`config.mk`:
```
export PLATFORM = sky130hd
export DESIGN_NAME = frame_buffer_scheduler_flat
export DESIGN_NICKNAME = d
export VERILOG_FILES = /design/src/rtl/frame_buffer_scheduler_if.sv /design/src/rtl/frame_buffer_scheduler.sv /design/src/flat_wrapper.sv
export SDC_FILE = /design/constraint.sdc
export NUM_CORES = 1
export LEC_CHECK = 0
export ABC_AREA = 0
export ABC_CLOCK_PERIOD_IN_PS = 4500
export BUFFER_PORTS_ARGS = -buffer_cell sky130_fd_sc_hd__buf_2
export CAP_MARGIN = 20
export CORE_MARGIN = 4
export CORE_UTILIZATION = 60
export CTS_CLUSTER_DIAMETER = 40
export CTS_CLUSTER_SIZE = 30
export DETAILED_ROUTE_END_ITERATION = 10
export PLACE_DENSITY = 0.79
export SLEW_MARGIN = 15
export SYNTH_ARGS = -nofsm -noshare
export SYNTH_HDL_FRONTEND = slang
export SYNTH_SLANG_ARGS = --single-unit
```
`constraint.sdc`:
```
create_clock -name clk -period 4.5 [get_ports clk]
set_clock_uncertainty 0.15 [all_clocks]
set_input_delay 0.225 -clock clk [delete_from_list [all_inputs] [get_ports clk]]
set_output_delay 0.225 -clock clk [all_outputs]
set_load 0.01 [all_outputs]
```
`src/rtl/frame_buffer_scheduler_if.sv`:
```
// Handshake bundle between the ping-pong frame buffer scheduler, the disparity
// writer, the BRAM read port and the downstream filter.
interface frame_buffer_scheduler_if #(
    parameter int addr_w = 16
);
    logic              wr_frame_done;
    logic              wr_buf;
    logic [addr_w-1:0] rd_addr;
    logic              rd_en;
    logic              out_valid;
    logic              out_ready;
    logic              out_sof;
    logic              out_last;
    logic [7:0]        drop_count;
    logic              busy;

    modport master (
        input  wr_frame_done, out_ready,
        output wr_buf, rd_addr, rd_en, out_valid, out_sof, out_last, drop_count, busy
    );

    modport slave (
        output wr_frame_done, out_ready,
        input  wr_buf, rd_addr, rd_en, out_valid, out_sof, out_last, drop_count, busy
    );
endinterface

```
`src/rtl/frame_buffer_scheduler.sv`:
```
// Ping-pong frame buffer scheduler: picks the writer's buffer half, drops frames on
// overrun and issues a paced, backpressured column-major read of the completed half.
module frame_buffer_scheduler #(
    parameter int width  = 120,
    parameter int height = 240,
    parameter int pace   = 4,
    parameter int addr_w = $clog2(2 * width * height)
) (
    input  logic                    clk,
    input  logic                    reset,
    frame_buffer_scheduler_if.master bus
);
    localparam int col_w = (width  > 1) ? $clog2(width)  : 1;
    localparam int row_w = (height > 1) ? $clog2(height) : 1;
    localparam int pc_w  = (pace   > 1) ? $clog2(pace)   : 1;
    localparam logic [pc_w-1:0]  pace_top = pc_w'(pace - 1);
    localparam logic [col_w-1:0] col_top  = col_w'(width - 1);
    localparam logic [row_w-1:0] row_top  = row_w'(height - 1);

    typedef enum logic [1:0] {IDLE, READ, DRAIN} state_t;

    state_t            state;
    logic [1:0]        full;
    logic              wr_buf;
    logic              rd_buf;
    logic [col_w-1:0]  col;
    logic [row_w-1:0]  row;
    logic [pc_w-1:0]   pace_cnt;
    logic              out_valid;
    logic              out_sof;
    logic              out_last;
    logic [7:0]        drop_count;

    logic other;
    logic first_pix;
    logic last_pix;
    logic accept_last;
    logic issue;
    logic other_free;
    logic [addr_w-1:0] base;

    assign other       = ~wr_buf;
    assign first_pix   = (row == '0) && (col == '0);
    assign last_pix    = (row == row_top) && (col == col_top);
    assign accept_last = out_valid && bus.out_ready && out_last && (state == DRAIN);
    // rd_en must react to out_ready in the same cycle, otherwise a stalled pixel
    // in the BRAM output register would be overwritten by an in-flight read.
    assign issue       = (state == READ) && (pace_cnt == pace_top) && (!out_valid || bus.out_ready);
    // An out_last acceptance this cycle frees the buffer it came from.
    assign other_free  = (!full[other] && !((state != IDLE) && (rd_buf == other)))
                       || (accept_last && (rd_buf == other));

    assign base = rd_buf ? addr_w'(width * height) : '0;

    assign bus.rd_addr    = base + addr_w'(row) * addr_w'(width) + addr_w'(col);
    assign bus.rd_en      = issue;
    assign bus.wr_buf     = wr_buf;
    assign bus.out_valid  = out_valid;
    assign bus.out_sof    = out_sof;
    assign bus.out_last   = out_last;
    assign bus.drop_count = drop_count;
    assign bus.busy       = (state == READ);

    // NOTE: all state updates use non-blocking assignments so every register samples
    // pre-edge values regardless of statement order inside the block.
    always_ff @(posedge clk) begin
        if (reset) begin
            state      <= IDLE;
            full       <= '0;
            wr_buf     <= 1'b0;
            rd_buf     <= 1'b0;
            col        <= '0;
            row        <= '0;
            pace_cnt   <= pace_top;
            out_valid  <= 1'b0;
            out_sof    <= 1'b0;
            out_last   <= 1'b0;
            drop_count <= '0;
        end else begin
            if (issue) begin
                pace_cnt <= '0;
            end else if (pace_cnt != pace_top) begin
                pace_cnt <= pace_cnt + 1'b1;
            end

            if (bus.wr_frame_done) begin
                if (other_free) begin
                    full[wr_buf] <= 1'b1;
                    wr_buf       <= other;
                end else if (drop_count != 8'hff) begin
                    drop_count <= drop_count + 8'd1;
                end
            end

            if (accept_last) begin
                full[rd_buf] <= 1'b0;
            end

            case (state)
                IDLE: begin
                    if (full[other]) begin
                        rd_buf <= other;
                        col    <= '0;
                        row    <= '0;
                        state  <= READ;
                    end
                end
                READ: begin
                    if (issue) begin
                        // Column-major scan: walk down the rows, then step one column.
                        if (row == row_top) begin
                            row <= '0;
                            col <= (col == col_top) ? '0 : col + 1'b1;
                        end else begin
                            row <= row + 1'b1;
                        end
                        if (last_pix) begin
                            state <= DRAIN;
                        end
                    end
                end
                DRAIN: begin
                    if (accept_last) begin
                        state <= IDLE;
                    end
                end
                default: state <= IDLE;
            endcase

            if (issue) begin
                out_valid <= 1'b1;
                out_sof   <= first_pix;
                out_last  <= last_pix;
            end else if (out_valid && bus.out_ready) begin
                out_valid <= 1'b0;
                out_sof   <= 1'b0;
                out_last  <= 1'b0;
            end
        end
    end
endmodule

```
`src/flat_wrapper.sv`:
```
// flat-port wrapper written by rule: the top's interface ports become plain ports
module frame_buffer_scheduler_flat 
#(
    parameter int width  = 120,
    parameter int height = 240,
    parameter int pace   = 4,
    parameter int addr_w = $clog2(2 * width * height)
)
  (clk, reset, bus_wr_frame_done, bus_out_ready, bus_wr_buf, bus_rd_addr, bus_rd_en, bus_out_valid, bus_out_sof, bus_out_last, bus_drop_count, bus_busy);
  frame_buffer_scheduler_if #(.addr_w(addr_w)) bus_i ();
  input  logic clk;
  input  logic reset;
  input wire logic [$bits(bus_i.wr_frame_done)-1:0] bus_wr_frame_done;
  input wire logic [$bits(bus_i.out_ready)-1:0] bus_out_ready;
  output wire logic [$bits(bus_i.wr_buf)-1:0] bus_wr_buf;
  output wire logic [$bits(bus_i.rd_addr)-1:0] bus_rd_addr;
  output wire logic [$bits(bus_i.rd_en)-1:0] bus_rd_en;
  output wire logic [$bits(bus_i.out_valid)-1:0] bus_out_valid;
  output wire logic [$bits(bus_i.out_sof)-1:0] bus_out_sof;
  output wire logic [$bits(bus_i.out_last)-1:0] bus_out_last;
  output wire logic [$bits(bus_i.drop_count)-1:0] bus_drop_count;
  output wire logic [$bits(bus_i.busy)-1:0] bus_busy;
  assign bus_i.wr_frame_done = bus_wr_frame_done;
  assign bus_i.out_ready = bus_out_ready;
  assign bus_wr_buf = bus_i.wr_buf;
  assign bus_rd_addr = bus_i.rd_addr;
  assign bus_rd_en = bus_i.rd_en;
  assign bus_out_valid = bus_i.out_valid;
  assign bus_out_sof = bus_i.out_sof;
  assign bus_out_last = bus_i.out_last;
  assign bus_drop_count = bus_i.drop_count;
  assign bus_busy = bus_i.busy;
  frame_buffer_scheduler #(.width(width), .height(height), .pace(pace), .addr_w(addr_w)) u_core (.clk(clk), .reset(reset), .bus(bus_i));
endmodule
```
==> impl_results.md, run 1 <==
* Status: finished, final reports clean
* Slowest-stage cell, CP: fa_1
* Largest fanout on the critical path at 6
* Synth cell types at 51
* # Max-Cap Violations at 0
* Post-DP HPWL at 4560 um
* Synthesized instance count at 350
* Worst EP arrival at 3.97 ns
* Worst-path cell chain: inv_4, fa_1, fa_1, inv_1, ha_4, or2_2, and2_1, a21o_1, a21oi_2, xnor2_2, buf_4, buf_4, ha_4, o21a_1, nor2_1, a21oi_1, buf_2
* Flops & latches, synth at 34
* Tmin final at 4.34 ns
* Max Clk Rate at 230 MHz
* Fillers at 354
* DRT antenna net count at 0
* Buffers on Ports at 33
* Multi-input gate area at 2260 sq um
* Critical Path Max Stage Delay at 0.51 ns
* Clk sinks at 34
* Slew @ Worst Pin at 0.688 ns
* Max VDD drop at 0.000303 V
* Post-synthesis simple-gate area fraction at 21.4%
* Post-synth net total at 408
* Pre-CTS setup slack at 0.00787 ns
* CTS tree: yes
* FP Rows at 25
* Crit start category: flip-flop
* Worst-skew pair later-pin latency at 0.29 ns
* Flop pwr share at 35.1%
* Min-Delay Startpoint: bus_out_ready
* Fin. Hold Viols at 0
* Initial Util at 63.1%
* Synthesis Warnings at 0
* R2R Setup Slk at 1.90 ns
* Post-Syn Area at 3020 sq um
* Share of layout cells above drive strength 1 at 22.5%
* RR Endpoint: u_core.col[5]
* Hold Path Depth at 4
* DR iter-0 viols at 91
* Gr usage total at 20.9%
* Final Core Density at 74.1%
* PD cells at 306 nW/um^2
* XOR/XNOR Fraction of Synth Area at 8.42%
* Max Buffers Root-to-Sink at 2
* Reg2Reg Depth at 7
* Num CTS Buffers at 5
* H-tree depth at 2
* Final setup vio count at 0
* Adder-cell share of the synthesized area at 25.9%
* Post-synthesis mux area share at 0.663%
* Seq/Total Area, Yosys at 22.6%
* Die W at 78.9 um
* Leak at 1.72 nW
* Vias at 2499
* Main combinational cell family by area after synthesis: adder cells
* Final Cycle Share at 96.5%
* Hold worst-path end: u_core.bus.out_last
* Async SR Flop Fraction at 0%
* Internal at 0.000689 W
* Die Span Y at 78.9 um
* CTS root buffer: clkbuf_8
* Number of global-route vias before repair at 2377
* Synth Area in Compound Gates at 14.8%
* Psw at 0.000396 W
* Most frequent cells in the layout: nor2_1, ha_1, buf_2
* Avg Vias per Cell at 5.46
* Worst EP required at 4.12 ns
* Largest net degree at the start of global routing at 26
* Commonest non-fill, non-tap cell in the layout: nor2_1
* Clock Power Share at 26.6%
* # DRC at 0
* Placeable Area at 4790 sq um
* Area growth, synth to finish at 17.5%
* First-pass GRT wire length at 10600 um
* Ports at 34
* Die ar. at 6230 sq um
* Gate power share at 38.3%
* Overflow after GRT at 0
* Post-synth EDFFs at 0
* WHS at 0.131 ns
* Endpoint class of the critical path: primary output
* Initial antenna violation count at 0
* DRT Wirelength at 6230 um
* Sw Share at 36.5%
* Rel. slew slack at 54.0%
* Drt pass-1 iters at 5
* Register area at 698 sq um
* Synth Flop Type: dfxtp_1
* Final Worst Setup Slack at 0.156 ns
* Mean post-synth cell area at 8.62 sq um
* Final Max Tran Viols at 0
* GPL Wtd Cong at 0.834
* Worst hold path class: primary input to flip-flop
* WL/cell at 13.6 um
* Crit Path Class: flip-flop to primary output
* Ant. Diodes at 0
* Reg-to-Reg Start: u_core.row[0]
* CTS clk-pin slew, worst paths at 0.07 ns
* Final net count at 449
[power groups by stage]
stage          Clock (W)  Sequential [W]  Combinational [W]
2_1_floorplan          0        0.000372           0.000303
3_3_place_gp           0        0.000381           0.000378
3_5_place_dp           0        0.000383           0.000384
4_1_cts         0.000290        0.000376           0.000394
5_1_grt         0.000306        0.000388           0.000469
6_report        0.000288        0.000381           0.000416
[through the flow]
step	power, W	setup TNS [ns]	std cells	instance area, sq um
final	0.00108	0	458	3550
after global routing	0.00116	-0.0205	458	3550
after CTS	0.00106	0	453	3390
after detailed placement	0.000767	0	443	3240
after global placement	0.000758	0	443	3240
after floorplan	0.000675	0	350	3020
[repair_timing]
action                                  CTS  global route
pin swaps                                 5            14
setup buffers                             3             5
resized for setup                        13            28
endpoints found under the setup margin    2             5
hold buffers                              0             0
[cells in the mapped netlist, drive strengths merged, types with 2 or more instances]
cell	number	share of area, %
dfxtp	34	23
or2	3	0.62
nand2	12	1.5
ha	40	17
and4b	3	1.0
xnor2	17	4.9
nand3b	4	1.1
o21bai	2	0.50
o211ai	2	0.50
nor4b	2	1.1
nand4b	2	0.58
nand3	9	1.5
buf	6	1.3
xor2	12	3.5
a21o	8	2.0
nand2b	5	1.3
mux2i	2	0.66
nor2b	2	0.41
a31oi	5	1.0
and2	2	0.41
or3	3	0.62
o21ai	12	2.0
o21a	6	1.5
a211oi	5	1.6
nor2	41	5.1
nor3	10	1.7
clkbuf	5	0.62
inv	34	4.2
fa	14	9.3
a21oi	22	3.8
and3	7	1.5
nand4	9	2.1
[critical path, delay by kind of cell (launching register included)]
| kind | cells | cell delay (ns) |
|---|---|---|
| adders and majority gates | 4 | 1.48 |
| buffers and inverters | 5 | 0.57 |
| AOI/OAI and AO/OA | 4 | 0.57 |
| and+or+nand+nor | 3 | 0.54 |
| DFF | 1 | 0.39 |
| xor gates and xnor gates | 1 | 0.10 |
[kinds of logic (layout without fill, tap and decap cells)]
family | Yosys count | in the layout
XOR/XNOR | 29 | 29
adder cells (fa/ha/maj) | 54 | 54
multiplexers | 2 | 2
AO/OA/AOI/OAI | 67 | 67
flip-flops | 34 | 34
AND/OR/NAND/NOR | 118 | 118
buffers and inverters | 46 | 87
[layer usage]
layer | GRT usage (%) | up-vias | wire length [um] | part of all wire (%)
li1 | - | 1279 | - | -
met1 | 28.4 | 1154 | 2960 | 47
met2 | 34.1 | 60 | 2850 | 46
met3 | 4.31 | 6 | 374 | 6.0
met4 | 4.64 | 0 | 53 | 0.85
met5 | 0 | - | 0 | 0
[sequential cells by signal (all words and copies together), names as in the netlist]
register / cells
u_core.bus.drop_count: 8
u_core.bus.out_last: 1
u_core.bus.out_sof: 1
u_core.bus.out_valid: 1
u_core.bus.wr_buf: 1
u_core.col: 7
u_core.full: 2
u_core.pace_cnt: 2
u_core.rd_buf: 1
u_core.row: 8
u_core.state: 2
[final cells by class]
class / instances / share of cell area [%]
Tap cell: 67 / 2.36
Sequential cell: 34 / 19.7
Timing Repair Buffer: 45 / 7.20
Clock inverter: 1 / 0.847
Inverter: 35 / 3.99
Clock buffer: 6 / 2.33
Multi-Input combinational cell: 270 / 63.6
[worst max-delay path by stage]
| stage | startpoint | to | slack [ns] | depth (start not counted) |
|---|---|---|---|---|
| 6_report | u_core.row[4] | bus_rd_addr[15] | 0.16 | 17 |
| 5_1_grt | u_core.row[1] | bus_rd_addr[14] | -0.02 | 16 |
| 4_1_cts | u_core.row[4] | bus_rd_addr[14] | 0.02 | 15 |
| 3_5_place_dp | u_core.row[2] | bus_rd_addr[14] | 0.008 | 15 |
| 3_3_place_gp | u_core.row[3] | bus_rd_addr[14] | 0.16 | 15 |
| 2_1_floorplan | u_core.row[3] | bus_rd_addr[14] | 0.39 | 14 |
No activity file was read; power rests on OpenSTA's default activity.
==> run 2, diff against run 1 <==
Settings changed: ABC_CLOCK_PERIOD_IN_PS 4500 to 5400, CORE_UTILIZATION 60 to 64, PLACE_DENSITY 0.79 to 0.84, SLEW_MARGIN 15 to not set.
Clock period 4.5 ns to 5.4 ns, I/O delays scaled along.
==> run 2 against run 1 <==
Net effect:
- wire length shrank 3.5%
- first-iteration DRC count grew 54%
- final area down 7.1%
- global-route usage is 0.82 points higher
- critical path type unchanged
==> impl_results.md, run 2 (synthesis results as in run 1) <==
* Setup Buffers After CTS at 0 (-3)
* Area growth, synth to finish at 9.25%
* Commonest non-fill, non-tap cell in the layout: nor2_1
* Setup_tns at 0 ns (unchanged)
* Max Clk Rate at 204 MHz
* Worst-path cell chain: inv_1, fa_1, fa_1, inv_1, ha_1, o21ai_0, o21ai_0, a21o_1, a21o_1, o311ai_0, ha_1, nand2b_1, o22ai_1, a211o_1, buf_2
* Clock Power Share at 26.5% (about the same)
* Total Power at 0.000873 W (-19%)
* Most frequent cells in the layout: nor2_1, ha_1, inv_1, dfxtp_1, buf_2
* DRT antenna net count at 0 (unchanged)
* Final setup vio count at 0 (unchanged)
* Reg2Reg Depth at 7 (unchanged)
* Overflow after GRT at 0 (unchanged)
* Die W at 76.7 um (-2.9%)
* Die ar. at 5880 sq um (-5.6%)
* Largest net degree at the start of global routing at 26 (unchanged)
* Ports at 34 (unchanged)
* Crit Path Class: flip-flop to primary output
* Buffers on Ports at 33 (unchanged)
* Critical Path Max Stage Delay at 0.51 ns (about the same)
* DRT Wirelength at 6010 um (-3.5%)
* Max Buffers Root-to-Sink at 2 (unchanged)
* Post-route cell area at 3300 sq um (-7.1%)
* Flop pwr share at 36.1% (+1.0 points)
* Worst EP required at 4.98 ns (+0.86 ns)
* Ant. Diodes at 0 (unchanged)
* Tmin final at 4.91 ns
* CTS clk-pin slew, worst paths at 0.07 ns (about the same)
* Num CTS Buffers at 5 (unchanged)
* PD cells at 265 nW/um^2 (-13%)
* GPL Wtd Cong at 0.848 (+1.6%)
* # Max-Cap Violations at 0 (unchanged)
* WP depth at 15 (-2)
* Initial antenna violation count at 0 (unchanged)
* Crit start category: flip-flop
* Avg Vias per Cell at 5.76 (+5.5%)
* Status: finished, final reports clean
* Sw Share at 37.1% (+0.57 points)
* Worst-skew pair later-pin latency at 0.29 ns (about the same)
* Fin. Hold Viols at 0 (unchanged)
* H-tree depth at 2 (unchanged)
* Multi-input gate area at 2150 sq um (-4.8%)
* # DRC at 0 (unchanged)
* Final net count at 437 (-2.7%)
* Slowest-stage cell, CP: fa_1
* Fillers at 327 (-7.6%)
* CTS root buffer: clkbuf_8
* DR iter-0 viols at 140 (+54%)
* Hold Path Depth at 4 (unchanged)
* Rel. slew slack at 52.8% (-1.3 points)
* Cell family with most CP delay: adder cells
* Leak at 1.64 nW (-4.7%)
* Worst EP arrival at 4.49 ns (+0.52 ns)
* Post-DP HPWL at 4650 um (+1.9%)
* Gate power share at 37.4% (-0.9 points)
* FP Rows at 24 (-4.0%)
* Top Registers: u_core.bus.drop_count (8), u_core.row (8), u_core.col (7)
* Register area at 681 sq um (-2.5%)
* Max VDD drop at 0.000205 V (-32%)
* Psw at 0.000324 W (-18%)
* Endpoint class of the critical path: primary output
* Die Span Y at 76.7 um (-2.9%)
* Final Cycle Share at 90.9%
* Placeable Area at 4440 sq um (-7.1%)
* CTS tree: yes
* Post-CTS sizing at 0 (-13)
* RSZ-0062 raised after global routing: false
* Clk sinks at 34 (unchanged)
* WL/cell at 13.9 um (+2.3%)
* Largest fanout on the critical path at 5 (-1)
* Share of layout cells above drive strength 1 at 12.9% (-9.6 points)
* # hold bufs at CTS at 0 (unchanged)
* Area after DPL at 3190 sq um (-1.5%)
* Number of global-route vias before repair at 2399 (+0.93%)
* First-pass GRT wire length at 10700 um (+1.1%)
* Internal at 0.000550 W (-20%)
* Initial Util at 67.9% (+4.8 points)
* Slew @ Worst Pin at 0.707 ns (+0.0188 ns)
* Worst hold path class: primary input to flip-flop
* Gr usage total at 21.7% (+0.82 points)
* Drt pass-1 iters at 4 (-1)
* Vias at 2487 (-0.48%)
* Final Max Tran Viols at 0 (unchanged)
* CP bufs+invs at 3 (-2)
==> run 2: final timing paths <==
path / startpoint / endpoint / slack [ns]
setup / recovery: u_core.row[2] / bus_rd_addr[14] / 0.49
hold / removal: bus_out_ready / u_core.bus.out_last / 0.18
setup reg to reg: u_core.row[0] / u_core.col[5] / 2.69
hold reg to reg: u_core.bus.out_last / u_core.bus.out_last / 0.34
==> run 2: cell type report <==
class                   instances  area share (%)
multi-input cells             270            65.2
repair buffers                 33            5.01
clock buffers                   7            2.31
flip-flops and latches         34            20.6
inverters                      35            3.98
well taps                      52            1.97
clock inverters                 1           0.911
==> run 2: power by group through the flow <==
stage	clock network, W	registers [W]	logic (W)
after CTS	0.000235	0.000314	0.000327
after global placement	0	0.000317	0.000315
after floorplan	0	0.000310	0.000253
after detailed placement	0	0.000319	0.000324
after global routing	0.000245	0.000320	0.000371
final	0.000232	0.000315	0.000326
==> run 2: through the flow <==
stage / util [%] / instances / setup WS [ns] / hold WS, ns
global placement: 71.8 / 424 / 1.00 / 0.322
floorplan: - / 350 / 1.24 / 0.324
finish: 74.2 / 432 / 0.490 / 0.178
global route: 74.2 / 432 / 0.236 / 0.203
CTS: 74.2 / 432 / 0.494 / 0.175
detailed placement: 71.8 / 424 / 0.817 / 0.332
==> run 2: routing by layer <==
metal | up-vias | wire, um | track usage (%)
met5 | - | 0 | 0
met1 | 1153 | 2840 | 28.5
met3 | 17 | 230 | 3.98
li1 | 1258 | - | -
met2 | 59 | 2780 | 35.5
met4 | 0 | 159 | 7.79
==> run 2: worst reg2reg max path, cell delays in order (launching register included) <==
cell      delay (ns)
dfxtp_1         0.51
ha_1            0.32
nand4_1         0.23
nor4b_4         0.32
o21bai_1        0.28
or2_1           0.35
or3_1           0.35
a21oi_1         0.14
==> run 3, diff against run 2 <==
Settings changed: BUFFER_PORTS_ARGS -buffer_cell sky130_fd_sc_hd__buf_2 to -buffer_cell sky130_fd_sc_hd__buf_4, SLEW_MARGIN set to 25.
==> run 3 against run 2 <==
Net effect:
- utilization grew 1.3 points
- worst setup slack got worse by 0.077 ns
- via count shrank 1.8%
- largest cell class unchanged
- combinational power rose by 7.1%
- wire length shrank 2.7%
==> impl_results.md, run 3 (synthesis results as in run 1) <==
* H-tree depth at 2 (unchanged)
* Drt pass-1 iters at 4 (unchanged)
* Setup Buffers After CTS at 0 (unchanged)
* Final Cycle Share at 92.4% (+1.4 points)
* Share of layout cells above drive strength 1 at 13.0% (+0.068 points)
* Ports at 34 (unchanged)
* PD cells at 252 nW/um^2 (-5.0%)
* Endpoint class of the critical path: primary output
* CTS clk-pin slew, worst paths at 0.06 ns (about the same)
* Die ar. at 5880 sq um (unchanged)
* Buffers on Ports at 33 (unchanged)
* Worst hold path class: primary input to flip-flop
* Fin. Hold Viols at 0 (unchanged)
* Number of global-route vias before repair at 2382 (-0.71%)
* Gr usage total at 21.0% (-0.72 points)
* Leak at 1.63 nW (-0.49%)
* Overflow after GRT at 0 (unchanged)
* Die W at 76.7 um (unchanged)
* Max Buffers Root-to-Sink at 2 (unchanged)
* Largest net degree at the start of global routing at 26 (unchanged)
* Initial antenna violation count at 0 (unchanged)
* Avg Vias per Cell at 5.68 (-1.4%)
* Most frequent cells in the layout: nor2_1, ha_1, inv_1, dfxtp_1, buf_4
* DR iter-0 viols at 101 (-28%)
* Final setup vio count at 0 (unchanged)
* Tmin final at 4.99 ns (+0.0774 ns)
* Crit Path Class: flip-flop to primary output
* DRT antenna net count at 0 (unchanged)
* # hold bufs at CTS at 0 (unchanged)
* Hold Path Depth at 4 (unchanged)
* Hold worst-path end: u_core.bus.out_last
* Worst EP arrival at 4.57 ns (+0.08 ns)
* # Max-Cap Violations at 0 (unchanged)
* Max Clk Rate at 200 MHz (-1.6%)
* WL/cell at 13.6 um (-2.2%)
* Final Core Density at 75.5% (+1.3 points)
* FP Rows at 24 (unchanged)
* CTS tree: yes
* Ant. Diodes at 0 (unchanged)
* Rel. slew slack at 52.8% (about the same)
* First-pass GRT wire length at 10500 um (-2.0%)
* RR Endpoint: u_core.col[3]
* Crit start category: flip-flop
* Worst Setup SP: u_core.row[2]
* Max VDD drop at 0.000205 V (-0.14%)
* Worst-skew pair later-pin latency at 0.28 ns (about the same)
* Setup_tns at 0 ns (unchanged)
* RSZ-0062 raised after global routing: false
* GPL Wtd Cong at 0.828 (-2.3%)
* Min-Delay Startpoint: bus_out_ready
* Final net count at 437 (unchanged)
* Fillers at 338 (+3.4%)
* Commonest non-fill, non-tap cell in the layout: nor2_1
* Num CTS Buffers at 5 (unchanged)
* CTS root buffer: clkbuf_8
* Largest fanout on the critical path at 5 (unchanged)
* Post-DP HPWL at 4610 um (-0.90%)
* R2R Setup Slk at 2.69 ns (about the same)
* Placeable Area at 4440 sq um (unchanged)
* Register area at 681 sq um (unchanged)
* Initial Util at 67.9% (unchanged)
* Status: finished, final reports clean
* Reg-to-Reg Start: u_core.row[0]
* Clk sinks at 34 (unchanged)
* Worst EP required at 4.98 ns (about the same)
* Vias at 2442 (-1.8%)
* Final Max Tran Viols at 0 (unchanged)
* Slew @ Worst Pin at 0.706 ns (-0.000676 ns)
* Multi-input gate area at 2150 sq um (unchanged)
* Area growth, synth to finish at 11.2%
* Top Registers: u_core.bus.drop_count (8), u_core.row (8), u_core.col (7)
* Die Span Y at 76.7 um (unchanged)
* Post-CTS sizing at 0 (unchanged)
* # DRC at 0 (unchanged)
* Reg2Reg Depth at 7 (unchanged)
* DRT Wirelength at 5850 um (-2.7%)
run 3: cell count changes in the layout (fill, tap and decap cells not counted):
cell	delta
buf_2	-33
buf_4	+33
bufinv_16	-1
clkbuf_1	-2
clkbuf_8	+1
run 3: area by class of cell:
class	count	area share, %
tap	52	1.94
inverter	35	3.91
timing repair buffer	33	7.38
clock buffer	6	2.46
multi-input combinational	270	64.0
sequential	34	20.3
run 3: how the worst max path moves through the flow:
stage	to	slack [ns]	cells after the start
6_report	bus_rd_addr[14]	0.41	15
5_1_grt	bus_rd_addr[14]	0.10	15
4_1_cts	bus_rd_addr[14]	0.43	15
3_5_place_dp	bus_rd_addr[14]	0.73	15
3_3_place_gp	bus_rd_addr[14]	0.99	15
2_1_floorplan	bus_rd_addr[14]	1.24	14
run 3: routing by layer:
| metal | vias up | track usage (%) | wire length [um] |
|---|---|---|---|
| met5 | - | 0 | 0 |
| met4 | 0 | 5.98 | 62 |
| met3 | 6 | 4.57 | 236 |
| met2 | 41 | 33.9 | 2700 |
| met1 | 1144 | 28.1 | 2850 |
| li1 | 1251 | - | - |
run 3: through the flow:
stage / instances / hold slack (ns) / power, W / setup slack (ns) / instance area (sq um)
final: 430 / 0.176 / 0.000844 / 0.412 / 3360
after global routing: 430 / 0.200 / 0.000905 / 0.102 / 3360
after CTS: 430 / 0.172 / 0.000849 / 0.432 / 3360
after floorplan: 350 / 0.324 / 0.000563 / 1.24 / 3020
after detailed placement: 424 / 0.335 / 0.000665 / 0.730 / 3270
after global placement: 424 / 0.328 / 0.000654 / 0.990 / 3270
run 3: critical path: stages, from the launching register on:
cell and delay [ns]:
dfxtp_1 0.45, inv_1 0.18, fa_1 0.52, fa_1 0.52
inv_1 0.04, ha_1 0.35, o21ai_0 0.29, o21ai_0 0.19
a21o_1 0.19, a21o_1 0.21, o311ai_0 0.40, ha_1 0.36
nand2b_1 0.12, o22ai_1 0.07, a211o_1 0.27, buf_4 0.14
run 3: where the power goes:
| group | total, W | leakage, nW | switching (W) | internal (W) |
|---|---|---|---|---|
| Combinational | 0.000349 | 1.31 | 0.000193 | 0.000156 |
| Sequential | 0.000315 | 0.276 | 0.0000376 | 0.000277 |
| Clock | 0.000181 | 0.0431 | 0.0000825 | 0.0000982 |
